==> src/rtl/alu_arbiter.sv <==
// Two-requester front end for a shared combinational ALU: round-robin issue,
// one-deep registered response per requester, one operation per cycle overall.

package alu_arbiter_pkg;

    typedef enum logic [2:0] {
        ALU_ADD  = 3'd0,
        ALU_SUB  = 3'd1,
        ALU_AND  = 3'd2,
        ALU_OR   = 3'd3,
        ALU_XOR  = 3'd4,
        ALU_SHL  = 3'd5,
        ALU_SHR  = 3'd6,
        ALU_PASS = 3'd7
    } alu_op_e;

    typedef struct packed {
        logic carry;
        logic zero;
        logic negative;
        logic overflow;
    } alu_flag_t;

endpackage

module alu_arbiter
    import alu_arbiter_pkg::*;
#(
    parameter int DATA_BUS_WIDTH = 8
) (
    input  logic                      clk,
    input  logic                      rst_n,

    input  logic                      req0_valid,
    output logic                      req0_ready,
    input  alu_op_e                   req0_op,
    input  logic [DATA_BUS_WIDTH-1:0] req0_a,
    input  logic [DATA_BUS_WIDTH-1:0] req0_b,
    output logic                      rsp0_valid,
    input  logic                      rsp0_ready,
    output logic [DATA_BUS_WIDTH-1:0] rsp0_result,
    output alu_flag_t                 rsp0_flag,

    input  logic                      req1_valid,
    output logic                      req1_ready,
    input  alu_op_e                   req1_op,
    input  logic [DATA_BUS_WIDTH-1:0] req1_a,
    input  logic [DATA_BUS_WIDTH-1:0] req1_b,
    output logic                      rsp1_valid,
    input  logic                      rsp1_ready,
    output logic [DATA_BUS_WIDTH-1:0] rsp1_result,
    output alu_flag_t                 rsp1_flag,

    output alu_op_e                   alu_op,
    output logic [DATA_BUS_WIDTH-1:0] alu_register1,
    output logic [DATA_BUS_WIDTH-1:0] alu_register2,
    input  logic [DATA_BUS_WIDTH-1:0] alu_result,
    input  alu_flag_t                 alu_flag,

    output logic                      grant_valid,
    output logic                      grant_id
);

    logic                      elig0_s;
    logic                      elig1_s;
    logic                      grant_valid_s;
    logic                      grant_id_s;
    logic                      grant0_s;
    logic                      grant1_s;
    logic                      rr_ptr_r;

    logic                      rsp0_valid_r;
    logic [DATA_BUS_WIDTH-1:0] rsp0_result_r;
    alu_flag_t                 rsp0_flag_r;
    logic                      rsp1_valid_r;
    logic [DATA_BUS_WIDTH-1:0] rsp1_result_r;
    alu_flag_t                 rsp1_flag_r;

    // Eligibility and round-robin grant; a held response that drains this cycle frees its slot.
    always_comb begin
        elig0_s       = req0_valid & (~rsp0_valid_r | rsp0_ready);
        elig1_s       = req1_valid & (~rsp1_valid_r | rsp1_ready);
        grant_valid_s = 1'b0;
        grant_id_s    = 1'b0;
        if (!rst_n) begin
            grant_valid_s = 1'b0;
            grant_id_s    = 1'b0;
        end else begin
            case ({elig1_s, elig0_s})
                2'b01: begin
                    grant_valid_s = 1'b1;
                    grant_id_s    = 1'b0;
                end
                2'b10: begin
                    grant_valid_s = 1'b1;
                    grant_id_s    = 1'b1;
                end
                2'b11: begin
                    grant_valid_s = 1'b1;
                    grant_id_s    = rr_ptr_r;
                end
                default: begin
                    grant_valid_s = 1'b0;
                    grant_id_s    = 1'b0;
                end
            endcase
        end
    end

    assign grant0_s    = grant_valid_s & ~grant_id_s;
    assign grant1_s    = grant_valid_s & grant_id_s;
    assign grant_valid = grant_valid_s;
    assign grant_id    = grant_id_s;
    assign req0_ready  = grant0_s;
    assign req1_ready  = grant1_s;

    // Steer the granted operation onto the shared ALU; idle operands are forced to zero.
    always_comb begin
        alu_op        = req0_op;
        alu_register1 = {DATA_BUS_WIDTH{1'b0}};
        alu_register2 = {DATA_BUS_WIDTH{1'b0}};
        if (grant1_s) begin
            alu_op        = req1_op;
            alu_register1 = req1_a;
            alu_register2 = req1_b;
        end else if (grant0_s) begin
            alu_op        = req0_op;
            alu_register1 = req0_a;
            alu_register2 = req0_b;
        end else begin
            alu_op        = req0_op;
            alu_register1 = {DATA_BUS_WIDTH{1'b0}};
            alu_register2 = {DATA_BUS_WIDTH{1'b0}};
        end
    end

    // Round-robin pointer: favour the other requester after every grant.
    always_ff @(posedge clk or negedge rst_n) begin
        if (!rst_n) begin
            rr_ptr_r <= 1'b0;
        end else if (grant_valid_s) begin
            rr_ptr_r <= ~grant_id_s;
        end else begin
            rr_ptr_r <= rr_ptr_r;
        end
    end

    // Requester 0 response slot: a new grant wins over a drain, so reissue has no bubble.
    always_ff @(posedge clk or negedge rst_n) begin
        if (!rst_n) begin
            rsp0_valid_r  <= 1'b0;
            rsp0_result_r <= {DATA_BUS_WIDTH{1'b0}};
            rsp0_flag_r   <= alu_flag_t'(4'b0000);
        end else if (grant0_s) begin
            rsp0_valid_r  <= 1'b1;
            rsp0_result_r <= alu_result;
            rsp0_flag_r   <= alu_flag;
        end else if (rsp0_ready) begin
            rsp0_valid_r  <= 1'b0;
        end else begin
            rsp0_valid_r  <= rsp0_valid_r;
        end
    end

    // Requester 1 response slot, same policy as requester 0.
    always_ff @(posedge clk or negedge rst_n) begin
        if (!rst_n) begin
            rsp1_valid_r  <= 1'b0;
            rsp1_result_r <= {DATA_BUS_WIDTH{1'b0}};
            rsp1_flag_r   <= alu_flag_t'(4'b0000);
        end else if (grant1_s) begin
            rsp1_valid_r  <= 1'b1;
            rsp1_result_r <= alu_result;
            rsp1_flag_r   <= alu_flag;
        end else if (rsp1_ready) begin
            rsp1_valid_r  <= 1'b0;
        end else begin
            rsp1_valid_r  <= rsp1_valid_r;
        end
    end

    assign rsp0_valid  = rsp0_valid_r;
    assign rsp0_result = rsp0_result_r;
    assign rsp0_flag   = rsp0_flag_r;
    assign rsp1_valid  = rsp1_valid_r;
    assign rsp1_result = rsp1_result_r;
    assign rsp1_flag   = rsp1_flag_r;

endmodule

==> config.mk <==
export PLATFORM = sky130hd
export DESIGN_NAME = alu_arbiter
export DESIGN_NICKNAME = d
export VERILOG_FILES = /design/src/rtl/alu_arbiter.sv
export SDC_FILE = /design/constraint.sdc
export NUM_CORES = 1
export LEC_CHECK = 0
export CAP_MARGIN = 20
export CORE_MARGIN = 1.5
export CORE_UTILIZATION = 34
export DETAILED_ROUTE_END_ITERATION = 8
export GPL_ROUTABILITY_DRIVEN = 0
export PLACE_DENSITY = 0.91
export SYNTH_ARGS = -nofsm -noshare
export SYNTH_HDL_FRONTEND = slang
export SYNTH_SLANG_ARGS = --single-unit
==> constraint.sdc <==
create_clock -name clk -period 2.9 [get_ports clk]
set_clock_uncertainty 0.15 [all_clocks]
set_input_delay 0.725 -clock clk [delete_from_list [all_inputs] [get_ports clk]]
set_output_delay 0.725 -clock clk [all_outputs]
set_load 0.005 [all_outputs]
=== Yosys cells after proc, flatten, opt, wreduce, memory -nomap -nowiden ===
Cells that the tools add are included.

* Output and inout port bits: 49
* Word-level logic and storage cells: 41
* Bits of input ports: 56
* Bits in registers: 27

* Bitwise gates (word level): 9
* Equality and inequality tests: 3
* Muxes and demuxes: 13
* Reductions and logical operators: 3

{| class="wikitable"
|+ Operator list
! cell !! count
|-
| 8-bit two-way mux || 4
|-
| 1-bit two-way mux || 7
|-
| 1-bit bitwise AND || 4
|-
| 2-bit equality test, second input constant || 2
|-
| 2-bit nonzero test || 2
|-
| 3-bit two-way mux || 1
|-
| 1-bit NOT || 3
|-
| 3-bit OR reduction || 1
|-
| 2-bit by 1-bit equality test with 1-bit output, second input constant || 1
|-
| 1-bit OR || 2
|-
| 1-bit case mux with 2 select lines || 1
|}

=== Longest topological paths before layout ===
Gate-level depths: netlist of run 1.

* Word-level depth: 10
* Gate-level depth with buffers: 5
* Depth with buffers taken out: 3

=== Least setup slack after synthesis of run 1 ===
OpenSTA, ideal clock, no wires.

* Path kind: input to output
* From: input rsp0_ready
* To: output alu_op[0]
* Path slack: 0.166 ns
* Required time: 2.025 ns
* Buffers on the path: 2
* Data arrival time: 1.859 ns
* Stages: 5
* Cell sequence: nand2b_4 -> buf_6 -> a211oi_4 -> buf_8 -> mux2_4

* Cells in the longest elaborated chain, start to end: 8
* Elaborated cells between the ends (all ways): 12
* Classes of those cells: 3 x eq/ne; 5 x mux; 3 x bitwise; 1 x reduce/logical

{| class="wikitable"
|+ Ends and longest elaborated chain
! what !! line !! RTL
|-
| start, declared || 40 || <nowiki>input logic rsp0_ready,</nowiki>
|-
| 1-bit OR * || 81 || <nowiki>elig0_s = req0_valid & (~rsp0_valid_r | rsp0_ready);</nowiki>
|-
| 1-bit bitwise AND * || 81 ||
|-
| 2-bit equality test / 2-bit by 1-bit equality test with 1-bit output (equally long branches) || 89 || <nowiki>case ({elig1_s, elig0_s})</nowiki>
|-
| 3-bit OR reduction (no line) || n/a ||
|-
| 1-bit two-way mux || 89 ||
|-
| 1-bit two-way mux || 85 || <nowiki>if (!rst_n) begin</nowiki>
|-
| 1-bit bitwise AND * || 111 || <nowiki>assign grant1_s = grant_valid_s & grant_id_s;</nowiki>
|-
| named net req1_ready || 45 || <nowiki>output logic req1_ready,</nowiki>
|-
| 3-bit two-way mux * || 122 || <nowiki>if (grant1_s) begin</nowiki>
|-
| end, declared || 54 || <nowiki>output alu_op_e alu_op,</nowiki>
|}

Mark *: on every way through the listed nets, which the timed path passes. The rest lies on a longest branch.

=== Worst setup path after layout of run 1 ===
* From: input req1_valid
* To: output alu_op[0]

* Cells in the longest elaborated chain, start to end: 7
* Elaborated cells between the ends (all ways): 11
* Classes of those cells: 3 x eq/ne; 5 x mux; 2 x bitwise; 1 x reduce/logical

{| class="wikitable"
|+ Ends and longest elaborated chain
! what !! line !! RTL
|-
| start, declared || 44 || <nowiki>input logic req1_valid,</nowiki>
|-
| 1-bit bitwise AND * || 82 || <nowiki>elig1_s = req1_valid & (~rsp1_valid_r | rsp1_ready);</nowiki>
|-
| 2-bit equality test / 2-bit by 1-bit equality test with 1-bit output (equally long branches) || 89 ||
|-
| 3-bit OR reduction (no line) || n/a ||
|-
| 1-bit two-way mux || 89 ||
|-
| 1-bit two-way mux || 85 ||
|-
| 1-bit bitwise AND * || 111 ||
|-
| 3-bit two-way mux * || 122 ||
|}

Every way passes the cells marked *; elsewhere a longest branch is shown, timed or not.

==> results.sh, run 1 <==
export IMPL_hold_buffers=0
export IMPL_cp_max_fo=4
export IMPL_cp_end_kind="output pin"
export IMPL_grt_usage_pct=17.5
export IMPL_worst_pin_slew_ns=0.254
export IMPL_syn_to_final_growth_pct=87.2
export IMPL_initial_utilization_pct=35.8
export IMPL_port_buffers=104
export IMPL_drv_cap=0
export IMPL_ys_seq_area_share_pct=46.8
export IMPL_crit_top_cell="buf_6"
export IMPL_post_route_cells_drive_above_1_share_pct=29.9
export IMPL_die_area_mm2=0.00465
export IMPL_yosysUniqueCellTypes=24
export IMPL_htreeDepth=1
export IMPL_finalWorstSetupSlack_ns=0.0758
export IMPL_synth_area_per_cell_um2=10.9
export IMPL_clock_root_buffer="clkbuf_8"
export IMPL_maxSlewViolCount=0
export IMPL_pin_count=105
export IMPL_setup_violations=0
export IMPL_drt_total_wl_um=4260
export IMPL_cts_tree="yes"
export IMPL_crit_chain="dlygate4sd2_1 -> nand2_2 -> a211oi_4 -> buf_6 -> buf_6 -> mux2_4 -> buf_6"
export IMPL_grt_pass1_vias=1380
export IMPL_status="complete, no violations"
export IMPL_drc=0
export IMPL_synth_area_top_cells="dfrtp_1, mux2_2, nand2_1"
export IMPL_fp_dieW_um=68.2
export IMPL_grt_pass1_wl_um=6050
export IMPL_core_mm2=0.00403
export IMPL_grt_max_degree=25
export IMPL_synth_largest_area_cell="dfrtp_1"
export IMPL_clkTransAtPathRegs_ns=0.09
export IMPL_synth_cell_area_mm2=0.00144
export IMPL_synth_ff_latch_count=27
export IMPL_holdWs_ns=0.364
export IMPL_min_period_over_period_pct=97.4
export IMPL_insertion_delay_ns=0.27
export IMPL_drt_iter0_drc=10
export IMPL_syn_inst=132
export IMPL_numPlacedInstances=295
export IMPL_crit_type="input pin to output pin"
export IMPL_post_drt_wl_per_cell_um=14.0
export IMPL_viasPerCell=4.79
export IMPL_required_ns=2.03
export IMPL_antenna_found_initial=0
export IMPL_cts_buffers=3
export IMPL_die_h_um=68.2
export IMPL_num_vias=1456
export IMPL_hold_viol=0
export IMPL_pre_cts_ws_ns=-0.507
export IMPL_cts_num_sinks=27
export IMPL_cp_start_kind="input pin"
export IMPL_fin_cells=304
export IMPL_cp_slowest_cell="mux2_4"
export IMPL_max_stage_delay_ns=0.29
export IMPL_drtPass1Iterations=4
export IMPL_rows=23
export IMPL_tns_ns=0
export IMPL_yosysTopAreaCellShare_pct=46.8
export IMPL_max_freq_mhz=354
export IMPL_cts_path_max_buffers=2
export IMPL_postLayoutCoreUtil_pct=67.1
export IMPL_hp_class="flip-flop to flip-flop"
export IMPL_rsz0062_at_grt="no"
export IMPL_power_density_mw_per_mm2=503
export IMPL_hpwl_um=3330
export IMPL_grt_ovfl_total=0
export IMPL_syn_num_nets=188
export IMPL_final_min_clock_period_ns=2.82
export IMPL_maxSlewHeadroom_pct=83.1
export IMPL_num_nets_final=311
export IMPL_p_leak_nw=1.21
export IMPL_diodes=0
export IMPL_worstPathArrival_ns=1.95
export IMPL_yosysWarningCount=0
export IMPL_ir_drop_mv=0.412
export IMPL_ant_nets=0
power breakdown:
| group | switching (mW) | total, mW | internal [mW] |
|---|---|---|---|
| clock | 0.117 | 0.213 | 0.0963 |
| sequential | 0.0598 | 0.538 | 0.478 |
| combinational | 0.187 | 0.608 | 0.420 |
| total | 0.364 | 1.36 | 0.995 |
logic make-up after synthesis:
logic type | count (synthesis) | share of synthesized area [%]
buffers and inverters | 12 | 5.11
AO/OA/AOI/OAI | 24 | 12.1
flip-flops | 27 | 46.8
multiplexers | 27 | 23.1
AND/OR/NAND/NOR | 42 | 12.8
worst max-delay path: cells and delay by family:
kind	cells	cell delay, ns
buffers and inverters	4	0.62
multiplexers	1	0.29
AO/OA/AOI/OAI	1	0.22
AND/OR/NAND/NOR	1	0.09
timing repair:
item,4_1_cts,5_1_grt
pin swaps,2,2
setup buffers,4,2
endpoints found under the hold margin,0,0
setup endpoints to repair,23,19
gates resized for setup,50,19
registers in the layout (all words and copies together), names as in the netlist:
name and cells:
rsp1_valid 1, rr_ptr_r 1, rsp0_valid 1, rsp0_flag 4
rsp0_result 8, rsp1_flag 4, rsp1_result 8
path summary, 6_finish.rpt:
check / start / to / slack, ns / cells after the start
setup / recovery: req1_valid / alu_op[0] / 0.08 / 7
hold / removal: rsp0_result[1] / rsp0_result[1] / 0.36 / 1
setup reg to reg: rr_ptr_r / rsp1_result[4] / 1.02 / 7
hold reg to reg: rsp0_result[1] / rsp0_result[1] / 0.36 / 1
max in group asynchronous: rst_n / rsp0_result[4] / 1.81 / 4
min in group asynchronous: rst_n / rr_ptr_r / 0.52 / 4
per-layer routing:
layer | routed length, um | global-route usage, % | up-vias
met3 | 554 | 5.10 | 7
li1 | - | - | 703
met4 | 65 | 6.00 | 0
met1 | 1590 | 18.7 | 668
met5 | 0 | 0 | -
met2 | 2040 | 32.4 | 78
placed cells by master, fill, tap and decap left out, types with 2 or more instances in the layout:
cell type,count
mux2_4,8
dfrtp_1,27
nor2b_4,2
buf_6,5
buf_12,2
clkdlybuf4s50_1,77
inv_1,2
dlygate4sd2_1,6
nand2_1,35
o21ai_0,2
clkbuf_8,3
mux2_2,19
buf_4,19
clkdlybuf4s15_1,8
clkbuf_2,10
o22ai_1,15
synthesized netlist by cell type, drive strengths merged:
cell type  count
a211o          1
a211oi         2
a2bb2oi        1
and2           1
buf            8
clkbuf         2
dfrtp         27
inv            2
mux2          27
nand2         36
nand2b         1
nor2b          3
o211ai         2
o21ai          2
o22ai         16
or2            1
metrics by stage:
stage          power [mW]  instance area (um^2)
6_report             1.36                  2700
3_5_place_dp         1.16                  2640
4_1_cts              1.37                  2730
2_1_floorplan       0.752                  1440
5_1_grt              1.44                  2700
3_3_place_gp         1.14                  2640
cell type report:
class,count,area (um^2)
fillers,322,1330
repair buffers,128,1200
inverters,2,7.51
multi-input cells,93,713
clock inverters,1,5.00
flip-flops and latches,27,676
well taps,50,62.6
clock buffers,3,41.3
No activity file was read; power rests on OpenSTA's default activity.
==> run 2, diff against run 1 <==
Settings changed: CORE_UTILIZATION 34 to 35, CTS_BUF_LIST from default to sky130_fd_sc_hd__clkbuf_8, PLACE_DENSITY 0.91 to 0.93.
==> run 2 against run 1 <==
Effect of this change:
- sequential cell count is the same
- power grew 2.7%
- die area shrank 2.7%
- combinational power grew 7.2%
==> results.sh, run 2 (synthesis gave the netlist of run 1 again) <==
export IMPL_status="complete, no violations"
export IMPL_drv_cap=0
export IMPL_cts_num_sinks=27
export IMPL_clock_root_buffer="clkbuf_8"
export IMPL_cp_start_kind="input pin"
export IMPL_maxSlewHeadroom_pct=79.2
export IMPL_tns_ns=0
export IMPL_finalWorstSetupSlack_ns=0.0384
export IMPL_min_period_over_period_pct=98.7
export IMPL_cp_max_fo=5
export IMPL_regArea_um2=676
export IMPL_crit_chain="clkdlybuf4s15_1 -> inv_1 -> a211o_4 -> buf_4 -> o22ai_1 -> clkdlybuf4s15_1"
export IMPL_max_stage_delay_ns=0.36
export IMPL_hold_viol=0
export IMPL_grt_max_degree=36
export IMPL_required_ns=2.03
export IMPL_die_h_um=67.2
export IMPL_r2r_slack_ns=0.85
export IMPL_diodes=0
export IMPL_drt_iter0_drc=34
export IMPL_crit_start="req1_valid"
export IMPL_fin_cells=314
export IMPL_totalPowerFinal_mw=1.40
export IMPL_grt_pass1_wl_um=7030
export IMPL_place_area_mm2=0.00259
export IMPL_fill_cells=304
export IMPL_viasPerCell=4.86
export IMPL_cts_buffers=3
export IMPL_syn_to_final_growth_pct=94.5
export IMPL_p_leak_nw=1.27
export IMPL_crit_type="input pin to output pin"
export IMPL_maxSlewViolCount=0
export IMPL_final_min_clock_period_ns=2.86
export IMPL_grt_pass1_vias=1501
export IMPL_clkTransAtPathRegs_ns=0.09
export IMPL_drc=0
export IMPL_final_common_cell="clkdlybuf4s50_1"
export IMPL_rr_endpoint="rsp1_result[0]"
export IMPL_htreeDepth=1
export IMPL_crit_top_cell="clkdlybuf4s15_1"
export IMPL_cts_tree="yes"
export IMPL_initial_utilization_pct=36.4
export IMPL_r2r_start="rsp1_valid"
export IMPL_insertion_delay_ns=0.26
export IMPL_antenna_found_initial=0
export IMPL_worst_pin_slew_ns=0.311
export IMPL_pre_cts_ws_ns=-0.572
export IMPL_hold_buffers=0
export IMPL_setup_violations=0
export IMPL_pin_count=105
export IMPL_cp_end_kind="output pin"
export IMPL_core_mm2=0.00397
export IMPL_power_density_mw_per_mm2=497
export IMPL_die_area_mm2=0.00452
export IMPL_port_buffers=104
export IMPL_drtPass1Iterations=6
export IMPL_numPlacedInstances=290
export IMPL_hpwl_um=3460
export IMPL_post_drt_wl_per_cell_um=15.8
export IMPL_worstPathArrival_ns=1.99
export IMPL_holdWs_ns=0.361
export IMPL_rows=23
export IMPL_hp_class="flip-flop to flip-flop"
export IMPL_post_route_cells_drive_above_1_share_pct=34.8
export IMPL_grt_ovfl_total=0
export IMPL_num_vias=1525
export IMPL_ant_nets=0
export IMPL_drt_total_wl_um=4970
export IMPL_postLayoutCoreUtil_pct=70.7
export IMPL_num_nets_final=321
export IMPL_max_freq_mhz=349
export IMPL_grt_usage_pct=20.7
export IMPL_fp_dieW_um=67.2
export IMPL_critical_path_endpoint="alu_register2[0]"
export IMPL_design_area_mm2=0.00281
export IMPL_cts_path_max_buffers=2
export IMPL_ff2ff_path_depth=8
export IMPL_cp_slowest_cell="a211o_4"
export IMPL_final_cell_mix="clkdlybuf4s50_1, nand2_1, dfrtp_1, buf_4, mux2_2"
export IMPL_multi_input_area_um2=758
export IMPL_ir_drop_mv=0.382
==> run 2: cell types whose count changed in the layout (fill, tap and decap cells not counted), moves of 2 or more <==
cell	delta
clkdlybuf4s15_1	-3
buf_4	+6
o22ai_1	-3
o22ai_2	+3
buf_6	+4
a211o_4	+2
buf_2	+7
clkbuf_2	-5
==> run 2: final cells by class <==
| cell class | count | share of cell area, % |
|---|---|---|
| Clock buffer | 3 | 1.47 |
| Timing Repair Buffer | 137 | 44.8 |
| Tap cell | 50 | 2.23 |
| Multi-Input combinational cell | 94 | 27.0 |
| Sequential cell | 27 | 24.1 |
| Inverter | 2 | 0.267 |
| Clock inverter | 1 | 0.134 |
==> run 2: timing repair <==
action                                  CTS  global route
endpoints found under the setup margin   23            15
buffers inserted                         19             1
pin swaps                                 5             1
gates cloned                              1             0
gates resized for setup                  72            17
==> run 2: how the worst min path moves through the flow <==
| stage | cells after the start | end | slack (ns) | start |
|---|---|---|---|---|
| after floorplan | 0 | rr_ptr_r | 0.28 | rst_n |
| after global placement | 1 | rsp0_result[2] | 0.34 | rsp0_result[2] |
| after detailed placement | 1 | rsp0_flag[2] | 0.34 | rsp0_flag[2] |
| after CTS | 1 | rsp0_flag[2] | 0.37 | rsp0_flag[2] |
| after global routing | 1 | rsp0_result[2] | 0.38 | rsp0_result[2] |
| final | 1 | rsp0_flag[2] | 0.36 | rsp0_flag[2] |
==> run 2: critical path, delay by kind of cell <==
kind	cells	cell delay (ns)
buf+inv	4	0.71
compound gates	2	0.54
==> run 2: power by group <==
part | switching, mW | total, mW | internal (mW)
logic | 0.208 | 0.652 | 0.443
clock network | 0.113 | 0.208 | 0.0947
registers | 0.0584 | 0.537 | 0.478
==> run 2: metal layers <==
layer | wire length, um | GRT usage [%] | vias to the layer above | part of all wire [%]
met1 | 1760 | 20.4 | 716 | 35
met3 | 574 | 6.83 | 4 | 12
met5 | 0 | 0 | - | 0
met4 | 38 | 4.59 | 0 | 0.76
met2 | 2600 | 41.2 | 76 | 52
li1 | - | - | 729 | -
